File: config.mk
export PLATFORM = sky130hd
export DESIGN_NAME = debug_step_ctrl
export DESIGN_NICKNAME = d
export VERILOG_FILES = /design/src/rtl/debug_pkg.sv /design/src/rtl/input_debouncer.sv /design/src/rtl/debug_step_ctrl.sv
export SDC_FILE = /design/constraint.sdc
export NUM_CORES = 1
export LEC_CHECK = 0
export ABC_AREA = 1
export CAP_MARGIN = 5
export CORE_ASPECT_RATIO = 0.9
export CORE_MARGIN = 10
export CORE_UTILIZATION = 45
export CTS_CLUSTER_SIZE = 40
export DETAILED_ROUTE_END_ITERATION = 12
export PLACE_DENSITY_LB_ADDON = 0.08
export SETUP_SLACK_MARGIN = 0.5
export SLEW_MARGIN = 30
export SYNTH_ARGS = -nofsm -noshare
export SYNTH_HDL_FRONTEND = slang
export SYNTH_SLANG_ARGS = --single-unit
File: constraint.sdc
create_clock -name CLK_CPU -period 2 [get_ports CLK_CPU]
set_clock_uncertainty 0.2 [all_clocks]
set_input_delay 0.4 -clock CLK_CPU [delete_from_list [all_inputs] [get_ports CLK_CPU]]
set_output_delay 0.4 -clock CLK_CPU [all_outputs]
set_load 0.005 [all_outputs]
File: src/rtl/debug_pkg.sv
// Shared types and default widths for the debug input conditioner and stall generator.
package debug_pkg;

    typedef enum logic [1:0] {
        DBG_RUN   = 2'd0,
        DBG_STEP  = 2'd1,
        DBG_BURST = 2'd2,
        DBG_DIV   = 2'd3
    } dbg_mode_t;

    localparam int DEB_W_DEF  = 14;
    localparam int STEP_W_DEF = 8;

endpackage

File: src/rtl/input_debouncer.sv
// One conditioned board input: 2-FF synchroniser, stability counter, debounced level
// and registered edge pulses that trail the debounced level by one cycle.
module input_debouncer
    import debug_pkg::*;
#(
    parameter int   DEB_W   = DEB_W_DEF,
    parameter logic RST_VAL = 1'b1
) (
    input  logic CLK_CPU,
    input  logic resetn,
    input  logic raw_in,
    output logic deb_out,
    output logic rise_evt,
    output logic fall_evt
);

    localparam logic [DEB_W-1:0] DEB_MAX = '1;

    logic             sync1_q, sync1_d;
    logic             sync2_q, sync2_d;
    logic             prev_q, prev_d;
    logic [DEB_W-1:0] cnt_q, cnt_d;
    logic             deb_q, deb_d;
    logic             deb_dly_q, deb_dly_d;
    logic             rise_q, rise_d;
    logic             fall_q, fall_d;

    always_comb begin
        sync1_d = raw_in;
        sync2_d = sync1_q;
        prev_d  = sync2_q;
        if (sync2_q != prev_q) begin
            cnt_d = DEB_MAX;
        end else if (cnt_q == '0) begin
            cnt_d = '0;
        end else begin
            cnt_d = cnt_q - 1'b1;
        end
        // prev_q rather than sync2_q: a change arriving while the counter idles at 0
        // must not slip through before it has been timed.
        deb_d     = (cnt_q == '0) ? prev_q : deb_q;
        deb_dly_d = deb_q;
        rise_d    = deb_q & ~deb_dly_q;
        fall_d    = ~deb_q & deb_dly_q;
    end

    always_ff @(posedge CLK_CPU) begin
        if (!resetn) begin
            sync1_q   <= RST_VAL;
            sync2_q   <= RST_VAL;
            prev_q    <= RST_VAL;
            cnt_q     <= DEB_MAX;
            deb_q     <= RST_VAL;
            deb_dly_q <= RST_VAL;
            rise_q    <= 1'b0;
            fall_q    <= 1'b0;
        end else begin
            sync1_q   <= sync1_d;
            sync2_q   <= sync2_d;
            prev_q    <= prev_d;
            cnt_q     <= cnt_d;
            deb_q     <= deb_d;
            deb_dly_q <= deb_dly_d;
            rise_q    <= rise_d;
            fall_q    <= fall_d;
        end
    end

    assign deb_out  = deb_q;
    assign rise_evt = rise_q;
    assign fall_evt = fall_q;

endmodule

File: src/rtl/debug_step_ctrl.sv
// Board input conditioning plus CPU debug-stall generation (run / step / burst / divided run).
//   mode      | meaning
//   DBG_RUN   | CPU free-runs, stall_debug held 0
//   DBG_STEP  | stalled; one release cycle after each step press
//   DBG_BURST | stalled; step press releases max(burst_len,1) cycles, busy while releasing
//   DBG_DIV   | one release cycle every div_max+1 cycles
module debug_step_ctrl
    import debug_pkg::*;
#(
    parameter int              N_CH    = 9,
    parameter int              DEB_W   = DEB_W_DEF,
    parameter int              STEP_CH = 8,
    parameter int              STEP_W  = STEP_W_DEF,
    parameter int              DIV_W   = 10,
    parameter logic [N_CH-1:0] RST_VAL = {N_CH{1'b1}}
) (
    input  logic              CLK_CPU,
    input  logic              resetn,
    input  logic [N_CH-1:0]   raw_in,
    input  logic [1:0]        mode,
    input  logic [STEP_W-1:0] burst_len,
    input  logic [DIV_W-1:0]  div_max,
    output logic [N_CH-1:0]   deb_out,
    output logic [N_CH-1:0]   rise_evt,
    output logic [N_CH-1:0]   fall_evt,
    output logic              stall_debug,
    output logic              busy
);

    for (genvar i = 0; i < N_CH; i++) begin : g_ch
        input_debouncer #(
            .DEB_W   (DEB_W),
            .RST_VAL (RST_VAL[i])
        ) u_deb (
            .CLK_CPU  (CLK_CPU),
            .resetn   (resetn),
            .raw_in   (raw_in[i]),
            .deb_out  (deb_out[i]),
            .rise_evt (rise_evt[i]),
            .fall_evt (fall_evt[i])
        );
    end

    dbg_mode_t         mode_in;
    dbg_mode_t         mode_q, mode_d;
    logic              stall_q, stall_d;
    logic              busy_q, busy_d;
    logic [STEP_W-1:0] burst_cnt_q, burst_cnt_d;
    logic [DIV_W-1:0]  div_cnt_q, div_cnt_d;
    logic              mode_chg;
    logic              step_press;

    assign mode_in  = dbg_mode_t'(mode);
    assign mode_chg = (mode_in != mode_q);
    // A press coinciding with a mode change is dropped.
    assign step_press = fall_evt[STEP_CH] & ~mode_chg;

    always_comb begin
        mode_d      = mode_in;
        stall_d     = 1'b1;
        busy_d      = 1'b0;
        burst_cnt_d = '0;
        div_cnt_d   = '0;
        case (mode_in)
            DBG_RUN: begin
                stall_d = 1'b0;
            end
            DBG_STEP: begin
                stall_d = ~step_press;
            end
            DBG_BURST: begin
                // burst_cnt holds the release cycles remaining after the current one.
                if (mode_chg) begin
                    stall_d = 1'b1;
                end else if (busy_q) begin
                    if (burst_cnt_q != '0) begin
                        busy_d      = 1'b1;
                        stall_d     = 1'b0;
                        burst_cnt_d = burst_cnt_q - 1'b1;
                    end
                end else if (step_press) begin
                    busy_d      = 1'b1;
                    stall_d     = 1'b0;
                    burst_cnt_d = (burst_len == '0) ? '0 : burst_len - 1'b1;
                end
            end
            DBG_DIV: begin
                if (!mode_chg && (div_cnt_q < div_max)) begin
                    div_cnt_d = div_cnt_q + 1'b1;
                end
                stall_d = (div_cnt_d != div_max);
            end
            default: begin
                stall_d = 1'b1;
            end
        endcase
    end

    always_ff @(posedge CLK_CPU) begin
        if (!resetn) begin
            mode_q      <= DBG_RUN;
            stall_q     <= 1'b1;
            busy_q      <= 1'b0;
            burst_cnt_q <= '0;
            div_cnt_q   <= '0;
        end else begin
            mode_q      <= mode_d;
            stall_q     <= stall_d;
            busy_q      <= busy_d;
            burst_cnt_q <= burst_cnt_d;
            div_cnt_q   <= div_cnt_d;
        end
    end

    assign stall_debug = stall_q;
    assign busy        = busy_q;

endmodule
==> impl_results.md, run 1 <==
* Status: finished with violations
* Failing checks: negative setup slack
* Global-route wire length before repair at 37100 um
* Pin count of the biggest net entering global routing at 23
* 1st-iter DRT viols at 373
* Ranking of synthesized cells by area: dfxtp_1 (46%), nand2_1 (7.6%), xor2_1 (5.6%)
* Reg2reg setup slack at -0.21 ns
* Drc violations at 0
* Gr ovfl total at 0
* Area grow syn2layout at 55.5%
* Crit Path Max Fanout at 5
* Headroom to the max-slew limit at 0.702
* Routability congestion estimate from global placement at 0.803
* Vias at 8210
* Switch share at 0.229
* CTS buffer count at 23
* Ports at 60
* Drt wl/cell at 13.3 um
* Number of I/O port buffers at 59
* Final hold vios at 0
* Total Wirelength at 22700 um
* Top cell type's share of synthesized area at 0.455
* Pre-CTS setup slack at -1.07 ns
* Cell variety after synth at 44
* CTS tree: built
* Synth warnings at 0
* Clock tree root buffer cell: clkbuf_16
* Sw Pwr at 2080 uW
* Worst-path clk slew at 0.06 ns
* Setup TNS at -1.86 ns
* Minimum clock period after layout at 2.21 ns
* Worst Hold Class: in2reg
* Gate power share at 0.080
* TritonCTS sink count at 211
* Core ar. at 0.0201 mm^2
* Gate count of the mapped netlist at 1154
* Worst vdd ir at 0.000531 V
* Post-synth EDFFs at 0
* Crit end category: flip-flop
* CP endpoint: stall_debug
* Fraction of layout cells with a size suffix above 1 at 0.499
* Critical path, cell by cell: clkdlybuf4s15_1, inv_12, ha_4, nand2_4, nor2_2, nor2_4, nand3_4, nor2_4, nand4_1, nand2_1, nand2_1, nor2_2, nand3_2, nand2_1, nand4_1
* Die area at 0.0268 mm^2
* Initial antenna violation count at 0
* Top cells by count, synth: dfxtp_1 (211), nand2_1 (189), inv_1 (134)
* RSZ-0062 raised after global routing: true
* Average size of a mapped cell at 8.04 um^2
* R2r endpoint: stall_debug
* Clk pwr share at 0.441
* Sequential Power Share at 0.478
* Crit path kind: in2reg
* First-pass DRT Iterations at 4
* Max cap viols at 0
* Synthesis-stage register bit count at 211
* Row Count at 49
* # diodes at 0
* Final Worst Setup Slack at -0.211 ns
* PwrDens at 627 mW/mm^2
* Async set or reset register ratio after synthesis at 0
* Max stage delay on crit path at 0.37 ns
* Leak at 0.00656 uW
* Ys flop type: dfxtp_1
* Initial Utilization at 0.462
* Final setup vio count at 17
* Post-route ant nets at 0
* H-tree lvl count at 1
* Peak Freq at 452 MHz
* Fillers at 1510
* Internal Power at 6980 uW
* CP startpoint: div_max[8]
* Yosys top cell by area: dfxtp_1
* Sequential area share after synthesis at 0.455
* FF-to-FF path depth at 13
* Net Count, Synth at 1207
* Cell mode on critical path: nand2_1
* Vias in the first global route at 8098
* Tcrit/Tclk final at 1.11
* Die width at 171 um
* Detailed Place HPWL at 13300 um
* Clock latency on the worst-skew pair at 0.50 ns
* Clock tree buffer depth at 3
* Top-count cell post-synth: dfxtp_1
* Slew Viols, Final at 0
* Die H at 156 um
* CP max-delay cell: clkdlybuf4s15_1
* Total track usage at 0.162
* Netlist Area Pre-Place at 0.00928 mm^2
* Worst Tran Pin Value at 0.443 ns
* WP data required at 2.18 ns
* Via density at 4.82
* Startpoint types: input port
* Net count, final at 1489
* R2R Path Start: div_cnt_q[9]
* Crit path DAT at 2.39 ns
==> logic make-up (layout without fill, tap and decap cells) <==
group | count (synthesis) | in the layout | share of synthesized area
XOR/XNOR | 98 | 98 | 0.0925
AND/OR/NAND/NOR | 454 | 457 | 0.227
AO/OA/AOI/OAI | 177 | 177 | 0.105
adder cells (fa/ha/maj) | 22 | 22 | 0.0297
buffers and inverters | 192 | 483 | 0.0911
flip-flops | 211 | 211 | 0.455
==> area by class of cell <==
| cell class | count | area [um^2] | area share |
|---|---|---|---|
| clock buffer | 30 | 632 | 0.0438 |
| clock inverter | 7 | 68.8 | 0.00477 |
| inverter | 137 | 564 | 0.0391 |
| multi-input combinational | 754 | 5800 | 0.402 |
| sequential | 211 | 4290 | 0.297 |
| tap | 255 | 319 | 0.0221 |
| timing repair buffer | 308 | 2760 | 0.191 |
| timing repair inverter | 1 | 7.51 | 0.000520 |
==> power groups by stage <==
stage | Sequential [uW] | Clock (uW) | Combinational [uW]
after CTS | 4320 | 4090 | 640
after global routing | 4340 | 4250 | 795
after detailed placement | 4410 | 0 | 517
after floorplan | 4400 | 0 | 303
after global placement | 4410 | 0 | 508
final | 4330 | 4000 | 727
==> worst min path at each step <==
stage | to | slack, ns | from | depth (start not counted)
floorplan | g_ch[0].u_deb.prev_d | 0.19 | g_ch[0].u_deb.sync1_q | 1
global route | g_ch[4].u_deb.prev_q | 0.13 | resetn | 3
CTS | g_ch[3].u_deb.prev_q | 0.11 | resetn | 3
detailed placement | g_ch[0].u_deb.prev_d | 0.20 | g_ch[0].u_deb.sync1_q | 1
global placement | g_ch[1].u_deb.prev_d | 0.20 | g_ch[1].u_deb.sync1_q | 1
finish | g_ch[4].u_deb.prev_q | 0.12 | resetn | 3
==> critical path, delay by kind of cell <==
kind	cells	cell delay [ns]
adders and majority gates	1	0.25
buffers and inverters	2	0.41
and+or+nand+nor	12	1.33
==> layer usage <==
layer	GRT usage	wire length, um
met1	0.205	10100
met3	0.0241	532
met5	0	0
met4	0.0468	576
met2	0.280	11500
==> registers in the layout (all words and copies together) (netlist names) <==
| name | flops |
|---|---|
| g_ch.u_deb.fall_evt | 9 |
| burst_cnt_q | 8 |
| g_ch.u_deb.prev_q | 9 |
| mode_q | 2 |
| g_ch.u_deb.rise_evt | 9 |
| g_ch.u_deb.deb_out | 9 |
| g_ch.u_deb.sync1_q | 9 |
| stall_debug | 1 |
| g_ch.u_deb.cnt_q | 126 |
| busy | 1 |
| g_ch.u_deb.deb_dly_q | 9 |
| g_ch.u_deb.prev_d | 9 |
| div_cnt_q | 10 |
==> through the flow <==
step	util	total power (uW)	hold WS (ns)	instance area (um^2)	instances
3_3_place_gp	0.555	4920	0.196	11200	1508
3_5_place_dp	0.555	4930	0.199	11200	1508
5_1_grt	0.718	9380	0.127	14400	1703
2_1_floorplan	-	4700	0.193	9840	1154
4_1_cts	0.668	9050	0.112	13400	1663
6_report	0.718	9050	0.122	14400	1703
==> placed cells by master (no fill, tap or decap), types with 22 or more instances in the layout <==
| cell type | count |
|---|---|
| dfxtp_2 | 44 |
| nor3_4 | 22 |
| nand2_1 | 130 |
| inv_1 | 97 |
| buf_4 | 181 |
| dfxtp_1 | 165 |
| nor2_2 | 30 |
| xor2_1 | 56 |
| o21ai_2 | 95 |
| nand2_2 | 36 |
| inv_2 | 32 |
| nand2_4 | 26 |
| nor2_1 | 72 |
| clkbuf_16 | 25 |
| xnor2_1 | 37 |
| buf_6 | 68 |
==> timing repair <==
| action | CTS | global route |
|---|---|---|
| hold buffers | 1 | 0 |
| buffers inserted | 106 | 39 |
| cloned | 11 | 1 |
| gates resized for setup | 364 | 185 |
| setup endpoints to repair | 182 | 184 |
| hold endpoints to repair | 1 | 0 |
| pin swaps | 109 | 88 |
Note: power is estimated with default switching activity, not from simulation.
==> run 2: changes to the inputs <==
--- a/config.mk
+++ b/config.mk
@@ -10,9 +10,10 @@
 export CORE_ASPECT_RATIO = 0.9
 export CORE_MARGIN = 10
 export CORE_UTILIZATION = 45
-export CTS_CLUSTER_SIZE = 40
+export CTS_CLUSTER_SIZE = 12
 export DETAILED_ROUTE_END_ITERATION = 12
 export PLACE_DENSITY_LB_ADDON = 0.08
+export RECOVER_POWER = 50
 export SETUP_SLACK_MARGIN = 0.5
 export SLEW_MARGIN = 30
 export SYNTH_ARGS = -nofsm -noshare
==> run 2 against run 1 <==
  * The flow still finishes with violations (negative setup slack)
  * Sequential power about the same
  * Via count decreased by 0.28%
  * Routed wire length about the same
  * Clock power up 7.0%
  * Non-clock buffer count is 8 lower
  * First-iteration DRC count grew 16%
  * Global-route usage shrank 0.12 points
  * Power increased by 2.9%
  * Critical path depth is 2 lower
  * Count of clock-buffer cells in the layout is 7 higher
  * Cell count shrank 0.18%
  * Sequential share of layout area increased by 0.38 points
==> impl_results.md, run 2 (synthesized netlist as in run 1, its figures left out) <==
* Drt wl/cell at 13.3 um
* Vias at 8187
* First-pass DRT Iterations at 5
* Slew Viols, Final at 0
* Clock latency on the worst-skew pair at 0.51 ns
* Sw Pwr at 2120 uW
* Total track usage at 0.161
* Global-route wire length before repair at 36700 um
* Final setup vio count at 31
* Core ar. at 0.0201 mm^2
* Max cap viols at 0
* Routability congestion estimate from global placement at 0.803
* CTS tree: built
* Initial antenna violation count at 0
* Final hold vios at 0
* Total Wirelength at 22700 um
* Largest Register: g_ch.u_deb.cnt_q
* Top flop regs: g_ch.u_deb.cnt_q: 126 flops, div_cnt_q: 10 flops
* Worst vdd ir at 0.000600 V
* PwrDens at 657 mW/mm^2
* TritonCTS sink count at 211
* Final Worst Setup Slack at -0.189 ns
* Minimum clock period after layout at 2.19 ns
* Dpl cells at 1508
* Headroom to the max-slew limit at 0.239
* Fraction of layout cells with a size suffix above 1 at 0.453
* Clock tree root buffer cell: clkbuf_16
* Die area at 0.0268 mm^2
* Crit Path Max Fanout at 5
* Area grow syn2layout at 52.7%
* Worst-path clk slew at 0.06 ns
* Switch share at 0.227
* 1st-iter DRT viols at 433
* RSZ-0062 raised after global routing: true
* Clk pwr share at 0.460
* Internal Power at 7200 uW
* Via density at 4.82
* Worst Hold Class: in2reg
* # diodes at 0
* Crit path DAT at 2.37 ns
* Leak at 0.00631 uW
* Post-route non-filler standard cell count at 1700
* Most frequent cells in the layout: dfxtp_1 (182), buf_4 (168), nand2_1 (133)
* Commonest non-fill, non-tap cell in the layout: dfxtp_1
* Die H at 156 um
* Max reg flops at 126
* CTS buffer count at 24
* Ports at 60
* Drc violations at 0
* Detailed Place HPWL at 13300 um
* Post-route ant nets at 0
* Gate power share at 0.076
* Initial Utilization at 0.462
* Crit path kind: reg2reg
* Crit end category: flip-flop
* Die width at 171 um
* Row Count at 49
* Fin util at 0.705
* Vias in the first global route at 8023
* Number of I/O port buffers at 59
* Pin count of the biggest net entering global routing at 23
* Startpoint types: flip-flop
* Net count, final at 1482
* H-tree lvl count at 1
* Tcrit/Tclk final at 1.09
* WP data required at 2.18 ns
* Gr ovfl total at 0
* Sequential Power Share at 0.465
* Clock tree buffer depth at 3
* Status: finished with violations
* Worst Tran Pin Value at 1.14 ns
* Failing checks: negative setup slack
* Pre-CTS setup slack at -1.07 ns
* Peak Freq at 457 MHz
## run 2: cell types whose count changed in the layout (fill, tap and decap cells not counted), sizes merged
cell,before,now
buf,276,241
clkbuf,32,63
clkdlybuf4s15,1,0
clkdlybuf4s25,0,3
clkdlybuf4s50,18,17
clkinv,5,2
dlygate4sd2,10,11
dlygate4sd3,1,2
inv,136,137
## run 2: cell type report
cell class | count | area [um^2]
fill | 1561 | 5930
multi-input combinational | 754 | 5660
sequential | 211 | 4260
timing repair buffer | 300 | 2600
clock buffer | 37 | 711
inverter | 137 | 559
tap | 255 | 319
clock inverter | 5 | 58.8
timing repair inverter | 1 | 7.51
## run 2: final timing paths
path / startpoint / to / slack (ns) / depth (start not counted)
worst min-delay path: resetn / g_ch[8].u_deb.prev_q / 0.12 / 3
worst min register to register: g_ch[1].u_deb.sync1_q / g_ch[1].u_deb.prev_d / 0.21 / 1
worst max register to register: div_cnt_q[9] / stall_debug / -0.19 / 13
worst max-delay path: div_cnt_q[9] / stall_debug / -0.19 / 13
## run 2: critical path, stage by stage (launching register included)
cell and delay [ns]:
dfxtp_2 0.34, ha_4 0.29, nand2_4 0.06, nor2_4 0.12, a21boi_4 0.32, nor2_4 0.11
nand3_1 0.10, nand2_1 0.06, nand2_1 0.06, nand2_1 0.05, nor2_1 0.11, nand3_2 0.10
nand2_1 0.08, nand4_1 0.07
## run 2: routing by layer
| metal | vias up | global-route usage | part of all wire |
|---|---|---|---|
| met5 | - | 0 | 0 |
| met4 | 0 | 0.0426 | 0.020 |
| met3 | 36 | 0.0239 | 0.028 |
| met2 | 90 | 0.281 | 0.50 |
| met1 | 3787 | 0.202 | 0.45 |
| li1 | 4274 | - | - |
## run 2: repair_timing
action,CTS,global route
pin swaps,103,78
setup endpoints to repair,182,184
resized for setup,353,176
gates cloned,11,1
hold buffers,1,0
hold endpoints to repair,1,0
buffers inserted,105,32
## run 2: stage by stage
stage | setup TNS (ns) | cell area [um^2] | hold slack, ns | power, uW
2_1_floorplan | -0.129 | 9840 | 0.193 | 4700
3_3_place_gp | -11.19 | 11200 | 0.196 | 4920
3_5_place_dp | -12.00 | 11200 | 0.199 | 4930
4_1_cts | -0.231 | 13500 | 0.100 | 9320
5_1_grt | -10.03 | 14200 | 0.114 | 9660
6_report | -2.11 | 14200 | 0.120 | 9310
## run 2: power groups by stage
stage	sequential, uW	combinational, uW	clock (uW)
2_1_floorplan	4400	303	0
4_1_cts	4320	631	4370
3_3_place_gp	4410	508	0
3_5_place_dp	4410	517	0
6_report	4330	704	4280
5_1_grt	4330	770	4550
==> run 3: changes to the inputs <==
--- a/config.mk
+++ b/config.mk
@@ -15,7 +15,6 @@
 export PLACE_DENSITY_LB_ADDON = 0.08
 export RECOVER_POWER = 50
 export SETUP_SLACK_MARGIN = 0.5
-export SLEW_MARGIN = 30
 export SYNTH_ARGS = -nofsm -noshare
 export SYNTH_HDL_FRONTEND = slang
 export SYNTH_SLANG_ARGS = --single-unit
==> results of run 3 <==
Final layout, timing and power as in run 2 (identical DEF).
